**src/rtl/seq_gen_pkg.sv**
```systemverilog
// seq_gen_pkg: shared states, pattern constants and select encodings for seq_pattern_gen.
package seq_gen_pkg;

  localparam int unsigned IDX_W = 2;

  typedef enum logic [1:0] {
    IDLE = 2'd0,
    SEND = 2'd1,
    GAP  = 2'd2,
    DONE = 2'd3
  } state_t;

  localparam logic [2:0] PAT_101  = 3'b101;
  localparam logic [3:0] PAT_0110 = 4'b0110;

  localparam int unsigned LEN_101  = 3;
  localparam int unsigned LEN_0110 = 4;

  localparam logic SEL_101  = 1'b0;
  localparam logic SEL_0110 = 1'b1;

endpackage

```
**src/rtl/seq_pattern_rom.sv**
```systemverilog
// seq_pattern_rom: combinational (sel, bit index) -> pattern bit and end-of-pattern flag.
module seq_pattern_rom
  import seq_gen_pkg::*;
(
  input  logic             i_sel,
  input  logic [IDX_W-1:0] i_idx,
  output logic             o_bit_c,
  output logic             o_last_c
);

  // Patterns left-aligned in a 4-bit word so index 0 always reads bit 3 (MSB first).
  logic [3:0]       w_pat;
  logic [IDX_W-1:0] w_last_idx;

  // Select the pattern word and its final index.
  always_comb begin
    w_pat      = {PAT_101, 1'b0};
    w_last_idx = IDX_W'(LEN_101 - 1);
    if (i_sel == SEL_0110) begin
      w_pat      = PAT_0110;
      w_last_idx = IDX_W'(LEN_0110 - 1);
    end
  end

  // Look up the addressed bit and flag the final bit of the pattern.
  always_comb begin
    o_bit_c  = w_pat[IDX_W'(3) - i_idx];
    o_last_c = (i_idx == w_last_idx);
  end

endmodule

```
**src/rtl/seq_pattern_gen.sv**
```systemverilog
// seq_pattern_gen: bit-serial 101 / 0110 transmitter with valid/ready request and repetition count.
// Build option: SEQ_GEN_GAP_EN inserts GAP_LEN idle bit-times between consecutive repetitions.
module seq_pattern_gen
  import seq_gen_pkg::*;
#(
  parameter int unsigned CNT_W   = 4,
  parameter int unsigned GAP_LEN = 2
) (
  input  logic             clk,
  input  logic             reset,
  input  logic             req_valid,
  output logic             req_ready,
  input  logic             req_sel,
  input  logic [CNT_W-1:0] req_count,
  output logic             dout,
  output logic             dout_valid,
  output logic             last,
  output logic             done,
  output logic             busy
);

  if (GAP_LEN == 0) begin : g_gap_len_check
    $error("seq_pattern_gen: GAP_LEN must be at least 1");
  end

`ifdef SEQ_GEN_GAP_EN
  localparam int unsigned GAP_W = $clog2(GAP_LEN + 1);
  logic [GAP_W-1:0] r_gap;
  logic [GAP_W-1:0] w_gap_nxt;
`endif

  state_t           r_state;
  state_t           w_state_nxt;
  logic             r_sel;
  logic             w_sel_nxt;
  logic [IDX_W-1:0] r_idx;
  logic [IDX_W-1:0] w_idx_nxt;
  logic [CNT_W-1:0] r_rep;
  logic [CNT_W-1:0] w_rep_nxt;
  logic             r_pat_end;

  logic             r_dout;
  logic             r_dout_valid;
  logic             r_last;
  logic             r_done;
  logic             w_dout_nxt;
  logic             w_dout_valid_nxt;
  logic             w_last_nxt;
  logic             w_done_nxt;

  logic             w_rom_bit;
  logic             w_rom_last;

  // Pattern lookup runs on the next-cycle select/index so dout can be registered.
  seq_pattern_rom u_rom (
    .i_sel    (w_sel_nxt),
    .i_idx    (w_idx_nxt),
    .o_bit_c  (w_rom_bit),
    .o_last_c (w_rom_last)
  );

  // State, counters and registered outputs; synchronous reset discards any request.
  always_ff @(posedge clk) begin
    if (reset) begin
      r_state      <= IDLE;
      r_sel        <= SEL_101;
      r_idx        <= '0;
      r_rep        <= '0;
      r_pat_end    <= 1'b0;
      r_dout       <= 1'b0;
      r_dout_valid <= 1'b0;
      r_last       <= 1'b0;
      r_done       <= 1'b0;
`ifdef SEQ_GEN_GAP_EN
      r_gap        <= '0;
`endif
    end else begin
      r_state      <= w_state_nxt;
      r_sel        <= w_sel_nxt;
      r_idx        <= w_idx_nxt;
      r_rep        <= w_rep_nxt;
      r_pat_end    <= w_dout_valid_nxt & w_rom_last;
      r_dout       <= w_dout_nxt;
      r_dout_valid <= w_dout_valid_nxt;
      r_last       <= w_last_nxt;
      r_done       <= w_done_nxt;
`ifdef SEQ_GEN_GAP_EN
      r_gap        <= w_gap_nxt;
`endif
    end
  end

  // Next-state and counter update.
  always_comb begin
    w_state_nxt = r_state;
    w_sel_nxt   = r_sel;
    w_idx_nxt   = r_idx;
    w_rep_nxt   = r_rep;
`ifdef SEQ_GEN_GAP_EN
    w_gap_nxt   = r_gap;
`endif
    case (r_state)
      IDLE: begin
        if (req_valid) begin
          w_sel_nxt   = req_sel;
          w_rep_nxt   = req_count;
          w_idx_nxt   = '0;
          w_state_nxt = (req_count == '0) ? DONE : SEND;
        end
      end
      SEND: begin
        if (r_pat_end) begin
          w_idx_nxt = '0;
          if (r_rep == CNT_W'(1)) begin
            w_state_nxt = DONE;
          end else begin
            w_rep_nxt = r_rep - CNT_W'(1);
`ifdef SEQ_GEN_GAP_EN
            w_state_nxt = GAP;
            w_gap_nxt   = '0;
`else
            w_state_nxt = SEND;
`endif
          end
        end else begin
          w_idx_nxt = r_idx + IDX_W'(1);
        end
      end
`ifdef SEQ_GEN_GAP_EN
      GAP: begin
        if (r_gap == GAP_W'(GAP_LEN - 1)) begin
          w_state_nxt = SEND;
        end else begin
          w_gap_nxt = r_gap + GAP_W'(1);
        end
      end
`endif
      DONE: begin
        w_state_nxt = IDLE;
      end
      default: begin
        w_state_nxt = IDLE;
      end
    endcase
  end

  // Next registered output values; dout and last are qualified by dout_valid.
  always_comb begin
    w_dout_valid_nxt = (w_state_nxt == SEND);
    w_dout_nxt       = w_dout_valid_nxt & w_rom_bit;
    w_last_nxt       = w_dout_valid_nxt & w_rom_last & (w_rep_nxt == CNT_W'(1));
    w_done_nxt       = (w_state_nxt == DONE);
  end

  assign req_ready  = (r_state == IDLE);
  assign busy       = (r_state != IDLE);
  assign dout       = r_dout;
  assign dout_valid = r_dout_valid;
  assign last       = r_last;
  assign done       = r_done;

endmodule
```
**config.mk**
```make
export PLATFORM = sky130hd
export DESIGN_NAME = seq_pattern_gen
export DESIGN_NICKNAME = d
export VERILOG_FILES = /design/src/rtl/seq_gen_pkg.sv /design/src/rtl/seq_pattern_rom.sv /design/src/rtl/seq_pattern_gen.sv
export SDC_FILE = /design/constraint.sdc
export NUM_CORES = 1
export LEC_CHECK = 0
export ABC_CLOCK_PERIOD_IN_PS = 3100
export CORE_MARGIN = 3
export CORE_UTILIZATION = 35
export CTS_CLUSTER_SIZE = 14
export DETAILED_ROUTE_END_ITERATION = 16
export DONT_BUFFER_PORTS = 1
export PLACE_DENSITY = 0.52
export SKIP_CTS_REPAIR_TIMING = 1
export SLEW_MARGIN = 5
export SYNTH_ARGS = -nofsm -noshare
export SYNTH_HDL_FRONTEND = slang
export SYNTH_SLANG_ARGS = --single-unit
```
**constraint.sdc**
```tcl
create_clock -name clk -period 3.1 [get_ports clk]
set_input_delay 0.31 -clock clk [delete_from_list [all_inputs] [get_ports clk]]
set_output_delay 0.31 -clock clk [all_outputs]
set_load 0.01 [all_outputs]
```
==> metrics.yaml <==
yosys:
  synth_edf_count: 0
  yosysTopAreaCellShare: 0.3803
  ys_seq_area_frac: 0.3803
  synth_nets: 91
  synth_seq_cells: 14
  synth.largest_area_cell: "dfxtp_1"
  synthArstFlopShare: 0
  synth_most_common_cell: "dfxtp_1"
  yosys-top-cells-count: "dfxtp_1 (14), nor2_1 (12), inv_1 (6), nand2_1 (6)"
  synth.top_cells.by_area: "dfxtp_1 (38%), nor2_1 (6.1%), a2111oi_4 (3.7%), a32oi_1 (3.6%), ha_1 (3.4%)"
  avgSynthCellArea_um2: 9.098
  synth_cell_type_count: 31
  syn_area_um2: 737.0
  synth_warnings: 0
  synthCells: 81
  ys.flop_type: "dfxtp_1"
sta:
  max_slew_margin: 0.6744
  period_needed_ns: 1.857
  rsz0062_at_grt: "no"
  fin_crit_sh: 0.5992
  finClkSkew_ns: 0.002031
  fin_tns_setup_ns: 0
  setup_violations: 0
  max_freq_mhz: 538.4
  worst_pin_slew_ns: 0.4871
  hold_violations: 0
  drv_slew: 0
placement:
  port_buffers: 0
  globalplace.congestion: 0.8987
  hpwl_um: 1117
clocking:
  cts_tree: "built"
  cts_root_buffer: "clkbuf_4"
  clock_path_buffers: 2
  clock-sinks: 14
  cts_max_level: 1
  clock_latency_ns: 0.27
  numCtsBuffers: 3
  clkTransAtPathRegs_ns: 0.09
power:
  total_power_mw: 0.3834
  p_switching_mw: 0.09863
  swShare: 0.2573
  p_seq_frac: 0.525
  combPwrFrac: 0.135
  leakage_nw: 0.2973
  power.density_nw_per_um2: 492.6
  power_frac_clock: 0.339
  vdd_ir_drop_max_uv: 304.3
  p_int_mw: 0.2848
floorplanning:
  ios: 14
  core-area_um2: 1858
  num_rows: 15
  dieArea_um2: 2692
  die_w_um: 51.89
  start_util: 0.3966
  dieHeight_um: 51.89
worst_setup_path:
  critPathKind: "flop to flop"
  crit_required_ns: 3.27
  critPathCaptureType: "flop"
  cp.arrival_ns: 2.03
  cp-start-kind: "flop"
  path_max_fanout: 10
layout:
  nNetsFinal: 93
  fillers: 177
  areaGrowthSynthToFinish_pct: 5.603
  antenna_cells: 0
  final_layout_size_suffix_gt1_frac: 0.1098
grt:
  grt_remaining_overflow: 0
  grt_max_degree: 12
  grt_pass1_wl_um: 2559
  antenna_found_initial: 0
  grt_pass1_vias: 559
  grt_util_all_layers: 0.1297
detailed_routing:
  via_count: 585
  viasPerCell: 5.467
  wl_um: 1474
  wl_per_cell_um: 13.78
  post-route-drc-count: 0
  drt_iter0_drc: 19
  dr.pass1.iters: 4
  ant_nets: 0
hold_path:
  hold_path_class: "input pin to flop"
run_status:
  outcome: "complete, no violations"
job:
  maxCapViolCount: 0
[flip-flops by register name (all words and copies together), names as in the netlist]
name / count
r_rep: 4
r_pat_end: 1
r_sel: 1
r_state: 2
dout_valid: 1
last: 1
done: 1
dout: 1
r_idx: 2
[final timing paths]
kind | start | end | slack [ns] | cells past startpoint
setup / recovery | r_state[1] | dout | 1.24 | 5
hold / removal | reset | done | 0.09 | 1
setup reg to reg | r_state[1] | dout | 1.24 | 5
hold reg to reg | r_idx[1] | r_idx[1] | 0.49 | 2
[critical path: stages (launching register included)]
cell	delay (ns)
dfxtp_1	0.43
nor4b_1	0.50
nor4b_2	0.51
a2111oi_4	0.08
or4b_1	0.18
nand2_1	0.05
[layer usage]
layer  part of all wire  track usage  vias up
met5                  0            0        -
met4             0.0081      0.02620        0
met3              0.088      0.06017        2
met2               0.44       0.2050       24
met1               0.46       0.1602      269
li1                   -            -      290
[power groups by stage]
| stage | Clock (mW) | Sequential, mW | Combinational [mW] |
|---|---|---|---|
| floorplan | 0 | 0.201 | 0.0496 |
| global placement | 0 | 0.205 | 0.0529 |
| detailed placement | 0 | 0.205 | 0.0521 |
| CTS | 0.135 | 0.201 | 0.0524 |
| global route | 0.144 | 0.203 | 0.0604 |
| finish | 0.130 | 0.201 | 0.0518 |
[stage by stage]
stage,instance area [um^2],std cells,util,setup slack [ns],hold slack (ns)
after global placement,742.0,103,0.3993,1.251,0.3818
after detailed placement,742.0,103,0.3993,1.199,0.3831
after floorplan,737.0,81,-,1.463,0.4023
after global routing,778.2,107,0.4189,1.072,0.06314
final,778.2,107,0.4189,1.243,0.09021
after CTS,778.2,107,0.4189,1.186,0.08062
[kinds of logic (layout without fill, tap and decap cells)]
logic type	Yosys count	after routing	synth area share
flops	14	14	0.3803
xor+xnor	2	2	0.02377
compound gates	19	19	0.2038
buf+inv	9	10	0.06620
simple gates	34	34	0.2784
mux	1	1	0.01358
fa+ha+maj	2	2	0.03395
[cells in the final DEF, fill, tap and decap left out, types with 2 or more instances in the layout]
cell type and count:
o211ai_1 2, ha_1 2, o21ai_0 4, dfxtp_1 14, o221ai_1 2, a21oi_1 4
a32oi_1 3, nor2b_1 3, xnor2_1 2, inv_1 6, nand2_1 6, nor2_1 12
clkbuf_4 3, or4b_1 2
[final cells by class]
| type | instances | area [um^2] | share of cell area |
|---|---|---|---|
| clock buffer | 4 | 36.28 | 0.04662 |
| inverter | 6 | 22.52 | 0.02894 |
| multi-input combinational | 58 | 407.9 | 0.5241 |
| sequential | 14 | 280.3 | 0.3601 |
| tap | 25 | 31.28 | 0.04019 |
No activity file was read; power rests on OpenSTA's default activity.
